### src/rtl/pipeline_run_controller.sv
// pipeline_run_controller: global pipeline enable sequencing for run, step, halt-drain and done,
// plus a saturating count of enabled cycles.
module pipeline_run_controller #(
    parameter int NB_CYCLES    = 32,
    parameter int DRAIN_CYCLES = 3,
    parameter int NB_STATE     = 3
) (
    input  logic                 i_clk,
    input  logic                 i_reset,
    input  logic                 i_run,
    input  logic                 i_step,
    input  logic                 i_halt_id,
    input  logic                 i_stall,
    output logic                 o_enable,
    output logic                 o_busy,
    output logic                 o_done,
    output logic [NB_CYCLES-1:0] o_cycle_count,
    output logic [NB_STATE-1:0]  o_state
);
    localparam int NB_DRAIN = DRAIN_CYCLES > 0 ? $clog2(DRAIN_CYCLES + 1) : 1;

    typedef enum logic [NB_STATE-1:0] {
        IDLE  = NB_STATE'(0),
        RUN   = NB_STATE'(1),
        STEP  = NB_STATE'(2),
        DRAIN = NB_STATE'(3),
        DONE  = NB_STATE'(4)
    } state_t;

    state_t              state, next_state;
    logic [NB_DRAIN-1:0] drain_cnt, next_drain;
    logic                halt_acc;

    assign o_enable = state == RUN || state == STEP || state == DRAIN;
    assign o_busy   = o_enable;
    assign o_done   = state == DONE;
    assign o_state  = state;
    // A HALT held in ID by a load-use stall is only taken once the stall clears.
    assign halt_acc = i_halt_id & o_enable & ~i_stall;

    always_ff @(posedge i_clk) begin
        if (i_reset) begin
            state         <= IDLE;
            drain_cnt     <= '0;
            o_cycle_count <= '0;
        end else begin
            state         <= next_state;
            drain_cnt     <= next_drain;
            o_cycle_count <= o_enable && ~&o_cycle_count ? o_cycle_count + NB_CYCLES'(1) : o_cycle_count;
        end
    end

    always_comb begin
        next_state = state;
        next_drain = drain_cnt;
        case (state)
            IDLE: next_state = i_run ? RUN : i_step ? STEP : IDLE;
            RUN, STEP: begin
                next_state = halt_acc ? (DRAIN_CYCLES == 0 ? DONE : DRAIN) : state == RUN ? RUN : IDLE;
                next_drain = halt_acc ? NB_DRAIN'(DRAIN_CYCLES) : drain_cnt;
            end
            // The last granted drain cycle is the one where the counter reads 1.
            DRAIN: begin
                next_drain = drain_cnt - NB_DRAIN'(1);
                next_state = drain_cnt <= NB_DRAIN'(1) ? DONE : DRAIN;
            end
            DONE:    next_state = DONE;
            default: next_state = IDLE;
        endcase
    end
endmodule

### config.mk
export PLATFORM = sky130hd
export DESIGN_NAME = pipeline_run_controller
export DESIGN_NICKNAME = d
export VERILOG_FILES = /design/src/rtl/pipeline_run_controller.sv
export SDC_FILE = /design/constraint.sdc
export NUM_CORES = 1
export LEC_CHECK = 0
export ABC_CLOCK_PERIOD_IN_PS = 4960
export CORE_MARGIN = 1.5
export CORE_UTILIZATION = 30
export DETAILED_ROUTE_END_ITERATION = 10
export GPL_ROUTABILITY_DRIVEN = 0
export MAX_ROUTING_LAYER = met4
export SLEW_MARGIN = 25
export SYNTH_ARGS = -nofsm -noshare
export SYNTH_HDL_FRONTEND = slang
export SYNTH_SLANG_ARGS = --single-unit
### constraint.sdc
create_clock -name i_clk -period 4.96 [get_ports i_clk]
set_clock_uncertainty 0.15 [all_clocks]
set_input_delay 0.992 -clock i_clk [delete_from_list [all_inputs] [get_ports i_clk]]
set_output_delay 0.992 -clock i_clk [all_outputs]
set_load 0.02 [all_outputs]
==> impl_metrics.env, run 1 <==
export IMPL_cts_tree="done"
export IMPL_synth_async_sr_flop_share_pct=0
export IMPL_syn_num_nets=229
export IMPL_ys_warn_count=0
export IMPL_ant_nets=0
export IMPL_worstMarginPinSlew_ps=862
export IMPL_critical_path_top_delay_family="buffers and inverters"
export IMPL_cp_start_kind="register"
export IMPL_die_width_um=82.0
export IMPL_dp_hpwl_um=3270
export IMPL_layout_setup_ws_ps=2010
export IMPL_synth_top_area_share_pct=39.6
export IMPL_drc=0
export IMPL_cts_buffer_depth=2
export IMPL_powerDensity_nw_per_um2=242
export IMPL_grt_usage_pct=15.3
export IMPL_status="finished, final reports clean"
export IMPL_crit_slowest_cell="clkdlybuf4s50_1"
export IMPL_avgViaCountPerCell=5.39
export IMPL_worst_setup_path_end_kind="output port"
export IMPL_dp_worst_setup_slack_ps=1830
export IMPL_hold_class="register to register"
export IMPL_path_cells="nor2_2, or2_4, clkinv_4, clkdlybuf4s50_1"
export IMPL_fin_util_pct=41.0
export IMPL_synth_area_um2=1870
export IMPL_dr_total_vias=1823
export IMPL_cp_data_arrival_time_ps=1810
export IMPL_setup_violations=0
export IMPL_synth_area_leaders="dfxtp_1, a21oi_1, or4_1"
export IMPL_cts_hold_fix_buffers=0
export IMPL_wl_per_cell_um=13.8
export IMPL_cts_sinks=37
export IMPL_postPlaceCellArea_um2=2360
export IMPL_cts_resized=0
export IMPL_syn_to_final_growth_pct=30.5
export IMPL_initial_core_util_pct=31.4
export IMPL_synth_largest_area_cell="dfxtp_1"
export IMPL_cts_setup_buffers=0
export IMPL_synth_edf_count=0
export IMPL_crit_fanout=11
export IMPL_grt_pass1_wl_um=7630
export IMPL_finalCritPeriodShare_pct=59.5
export IMPL_post_route_cell_area_um2=2440
export IMPL_rsz0062_at_grt="no"
export IMPL_io_pin_count=44
export IMPL_slew_viol_final=0
export IMPL_max_stage_delay_ps=620
export IMPL_post_synth_cell_area_avg_um2=8.47
export IMPL_die_h_um=82.0
export IMPL_core_area_um2=5960
export IMPL_ys_types=42
export IMPL_ys_ff_latch=37
export IMPL_r2r_cells=5
export IMPL_io_buffers=43
export IMPL_max_slew_margin_rel_pct=41.0
export IMPL_drive_above_1_share_pct=7.60
export IMPL_overflow=0
export IMPL_clk_latency_ps=290
export IMPL_path_buf_inv=2
export IMPL_row_count=28
export IMPL_crit_type="register to output port"
export IMPL_clkTransAtPathRegs_ps=70
export IMPL_fin_nets=271
export IMPL_cts_made_buffers=5
export IMPL_drtIter0Drc=85
export IMPL_grt_max_degree=30
export IMPL_antenna_found_initial=0
export IMPL_maxCapViolCount=0
export IMPL_drtPass1Iterations=4
export IMPL_timing_hold_violations_final=0
export IMPL_fin_crit_ps=2950
export IMPL_totalWireLength_um=4650
export IMPL_ir_drop_mv=0.0879
export IMPL_total_power_uw=592
export IMPL_synthFlopType="dfxtp_1"
export IMPL_grt_pass1_vias=1643
export IMPL_leakagePower_nw=0.745
export IMPL_max_freq_mhz=339
export IMPL_n_antenna_cell=0
export IMPL_dieArea_um2=6720
export IMPL_finalSetupTns_ps=0
export IMPL_hold_path_depth=1
export IMPL_synthCells=221
export IMPL_ctsHtreeMaxLevel=2
export IMPL_yosysSeqAreaShare_pct=39.6
export IMPL_crit_cells=4
export IMPL_crit_required_ps=3820
export IMPL_root_buffer="clkbuf_8"
==> sequential cells by signal, indices dropped and copies added (netlist names) <==
| signal | flops |
|---|---|
| drain_cnt | 2 |
| o_cycle_count | 32 |
| o_state | 3 |
==> layout make-up <==
| type | count | area (µm²) |
|---|---|---|
| well taps | 75 | 93.8 |
| multi-input cells | 170 | 1070 |
| repair buffers | 44 | 433 |
| clock buffers | 7 | 86.3 |
| fillers | 623 | 3510 |
| inverters | 5 | 23.8 |
| flip-flops and latches | 37 | 741 |
==> worst paths after layout <==
path                                   from                              to  slack, ps
max                   o_state[1]$_SDFF_PP0_                        o_enable       2010
min               drain_cnt[0]$_SDFFE_PP0P_       drain_cnt[0]$_SDFFE_PP0P_        330
max reg2reg  o_cycle_count[21]$_SDFFE_PP0P_  o_cycle_count[15]$_SDFFE_PP0P_       2210
min reg2reg       drain_cnt[0]$_SDFFE_PP0P_       drain_cnt[0]$_SDFFE_PP0P_        330
==> through the flow <==
step | instances | hold WS [ps]
3_5_place_dp | 331 | 323
5_1_grt | 338 | 382
4_1_cts | 338 | 336
3_3_place_gp | 331 | 326
2_1_floorplan | 221 | 300
6_report | 338 | 330
==> cell families (layout without fill, tap and decap cells) <==
group                    after synthesis  count (layout)  share of synthesized area [%]
AND/OR/NAND/NOR                      104             104                           32.2
AO/OA/AOI/OAI                         51              51                           16.6
flip-flops                            37              37                           39.6
buffers and inverters                 14              56                           3.48
XOR/XNOR                               7               7                           3.28
multiplexers                           6               6                           3.54
adder cells (fa/ha/maj)                2               2                           1.34
==> per-layer routing <==
layer	track usage, %	vias up	wire length, µm
met5	-	-	0
met4	6.10	0	70
met3	4.00	5	181
met2	22.5	44	2110
met1	19.8	848	2280
li1	-	926	-
==> power breakdown <==
| group | total [mW] | internal (mW) | leakage (nW) | switching, mW |
|---|---|---|---|---|
| sequential | 0.314 | 0.303 | 0.299 | 0.0106 |
| combinational | 0.0667 | 0.0300 | 0.402 | 0.0367 |
| clock | 0.211 | 0.110 | 0.0443 | 0.101 |
| total | 0.592 | 0.444 | 0.745 | 0.148 |
==> Yosys cell counts (3+ instances only) <==
cell type  count
mux2_2         5
nand2_1       12
nor4_1         5
a21oi_1       21
clkbuf_1       5
or4_1         11
nor3_1         5
nor2_1        17
nor2b_1        5
o21ai_0       11
inv_1          4
nand4_1       13
and3_1         5
nand3_1        7
xnor2_1        5
dfxtp_1       37
or3_1         10
o31ai_1        9
and4_1         3
nand2b_1       3
==> placed cells by master, fill, tap and decap left out, types with 6 or more instances in the layout <==
cell type        instances
a21oi_1                 21
clkbuf_8                 6
clkdlybuf4s50_1         42
dfxtp_1                 37
nand2_1                 12
nand3_1                  7
nand4_1                 13
nor2_1                  17
o21ai_0                 11
o31ai_1                  9
or3_1                   10
or4_1                   11
No activity file was read; power rests on OpenSTA's default activity.
==> run 2: changes to the inputs <==
--- a/config.mk
+++ b/config.mk
@@ -5,7 +5,7 @@
 export SDC_FILE = /design/constraint.sdc
 export NUM_CORES = 1
 export LEC_CHECK = 0
-export ABC_CLOCK_PERIOD_IN_PS = 4960
+export ABC_CLOCK_PERIOD_IN_PS = 2800
 export CORE_MARGIN = 1.5
 export CORE_UTILIZATION = 30
 export DETAILED_ROUTE_END_ITERATION = 10
==> constraint.sdc (replaced) <==
create_clock -name i_clk -period 2.8 [get_ports i_clk]
set_clock_uncertainty 0.15 [all_clocks]
set_input_delay 0.56 -clock i_clk [delete_from_list [all_inputs] [get_ports i_clk]]
set_output_delay 0.56 -clock i_clk [all_outputs]
set_load 0.02 [all_outputs]
==> run 2 against run 1 <==
Against the previous run:
- register-to-register slack got worse by 1900 ps
- sequential power rose by 75%
- highest routed layer unchanged
- non-clock buffer count rose by 7
- largest cell class unchanged
- largest power group unchanged
==> impl_metrics.env, run 2 (synthesis results as in run 1) <==
export IMPL_status="finished, final reports clean"
export IMPL_r2r_setup_slack_ps=260
export IMPL_slew_viol_final=0
export IMPL_cts_hold_fix_buffers=0
export IMPL_cts_resized=0
export IMPL_cts_sinks=37
export IMPL_wl_per_cell_um=13.7
export IMPL_top_register="o_cycle_count"
export IMPL_cts_buffer_depth=2
export IMPL_final_cells=346
export IMPL_path_cells="nor2_2, or2_4, clkinv_4, nand3_4, or4_1, or4_1, a21oi_1"
export IMPL_max_freq_mhz=394
export IMPL_die_width_um=82.0
export IMPL_dp_cells=338
export IMPL_grt_pass1_wl_um=7530
export IMPL_drtPass1Iterations=4
export IMPL_mostFrequentLayoutCell="clkdlybuf4s50_1"
export IMPL_max_stage_delay_ps=700
export IMPL_clk_latency_ps=290
export IMPL_grt_max_degree=33
export IMPL_root_buffer="clkbuf_8"
export IMPL_dr_total_vias=1859
export IMPL_cp_data_arrival_time_ps=2620
export IMPL_powerDensity_nw_per_um2=424
export IMPL_setup_violations=0
export IMPL_crit_fanout=11
export IMPL_initial_core_util_pct=31.4
export IMPL_grt_pass1_vias=1565
export IMPL_maxCapViolCount=0
export IMPL_drive_above_1_share_pct=10.3
export IMPL_finalCritPeriodShare_pct=90.7
export IMPL_ir_drop_mv=0.212
export IMPL_layout_setup_ws_ps=261
export IMPL_row_count=28
export IMPL_cts_made_buffers=5
export IMPL_cpMostUsedCell="or4_1"
export IMPL_crit_cells=7
export IMPL_hold_class="register to register"
export IMPL_crit_required_ps=2880
export IMPL_path_buf_inv=1
export IMPL_grt_usage_pct=15.2
export IMPL_nFillCells=628
export IMPL_r2r_cells=7
export IMPL_io_pin_count=44
export IMPL_core_area_um2=5960
export IMPL_clkTransAtPathRegs_ps=80
export IMPL_syn_to_final_growth_pct=33.8
export IMPL_worstMarginPinSlew_ps=884
export IMPL_drtIter0Drc=116
export IMPL_rsz0062_at_grt="no"
export IMPL_hold_path_startpoint="drain_cnt[0]$_SDFFE_PP0P_"
export IMPL_drc=0
export IMPL_largest_reg_flops=32
export IMPL_timing_hold_violations_final=0
export IMPL_cts_setup_buffers=0
export IMPL_cp_start_kind="register"
export IMPL_cts_tree="done"
export IMPL_fin_nets=278
export IMPL_ctsHtreeMaxLevel=2
export IMPL_fin_crit_ps=2540
export IMPL_multiInputGateArea_um2=1070
export IMPL_cp_endpoint="o_cycle_count[27]$_SDFFE_PP0P_"
export IMPL_overflow=0
export IMPL_dieArea_um2=6720
export IMPL_worst_setup_path_end_kind="register"
export IMPL_seq_area_um2=741
export IMPL_dp_hpwl_um=3430
export IMPL_totalWireLength_um=4760
export IMPL_io_buffers=43
export IMPL_avgViaCountPerCell=5.37
export IMPL_max_slew_margin_rel_pct=39.5
export IMPL_timing_rr_start="o_state[1]$_SDFF_PP0_"
export IMPL_crit_type="register to register"
export IMPL_crit_start="o_state[1]$_SDFF_PP0_"
export IMPL_dp_worst_setup_slack_ps=281
export IMPL_r2r_end="o_cycle_count[27]$_SDFFE_PP0P_"
export IMPL_n_antenna_cell=0
export IMPL_ant_nets=0
export IMPL_critical_path_top_delay_family="simple AND/OR/NAND/NOR gates"
export IMPL_final_cell_mix="clkdlybuf4s50_1, dfxtp_1, a21oi_1"
export IMPL_leakagePower_nw=0.783
export IMPL_finalSetupTns_ps=0
export IMPL_crit_slowest_cell="or4_1"
export IMPL_die_h_um=82.0
export IMPL_antenna_found_initial=0
export IMPL_total_power_mw=1.06
==> run 2: worst reg2reg max path, stage by stage, from the launching register on <==
cell	delay [ps]
dfxtp_1	420
nor2_2	80
or2_4	260
clkinv_4	100
nand3_4	120
or4_1	700
or4_1	510
a21oi_1	140
==> run 2: where the power goes <==
| group | switching [mW] | total (mW) | internal (mW) |
|---|---|---|---|
| Sequential | 0.0128 | 0.550 | 0.537 |
| Combinational | 0.0709 | 0.129 | 0.0583 |
| Clock | 0.207 | 0.384 | 0.177 |
| Total | 0.291 | 1.06 | 0.772 |
==> run 2: stage by stage <==
| stage | hold WS (ps) | area, µm² | utilization, % |
|---|---|---|---|
| 3_5_place_dp | 323 | 2410 | 40.5 |
| 6_report | 336 | 2500 | 42.1 |
| 4_1_cts | 338 | 2500 | 42.1 |
| 3_3_place_gp | 325 | 2410 | 40.5 |
| 5_1_grt | 368 | 2500 | 42.1 |
| 2_1_floorplan | 300 | 1870 | - |
==> run 2: final cells by class <==
type / count / share of cell area, %
Timing Repair Buffer: 51 / 19.6
Sequential cell: 37 / 29.6
Clock buffer: 5 / 2.75
Clock inverter: 3 / 0.849
Inverter: 5 / 0.949
Multi-Input combinational cell: 170 / 42.6
Tap cell: 75 / 3.75
==> run 2: worst min-delay path by stage <==
stage | endpoint | cells past startpoint
detailed placement | drain_cnt[0]$_SDFFE_PP0P_ | 1
CTS | drain_cnt[0]$_SDFFE_PP0P_ | 1
floorplan | drain_cnt[0]$_SDFFE_PP0P_ | 1
global route | drain_cnt[0]$_SDFFE_PP0P_ | 1
finish | drain_cnt[0]$_SDFFE_PP0P_ | 1
global placement | drain_cnt[0]$_SDFFE_PP0P_ | 1
==> run 2: per-layer routing <==
metal | global-route usage [%] | share of wire, % | vias up
li1 | - | - | 937
met1 | 19.4 | 47 | 882
met2 | 22.9 | 47 | 36
met3 | 3.56 | 4.1 | 4
met4 | 6.78 | 1.7 | 0
met5 | - | 0 | -
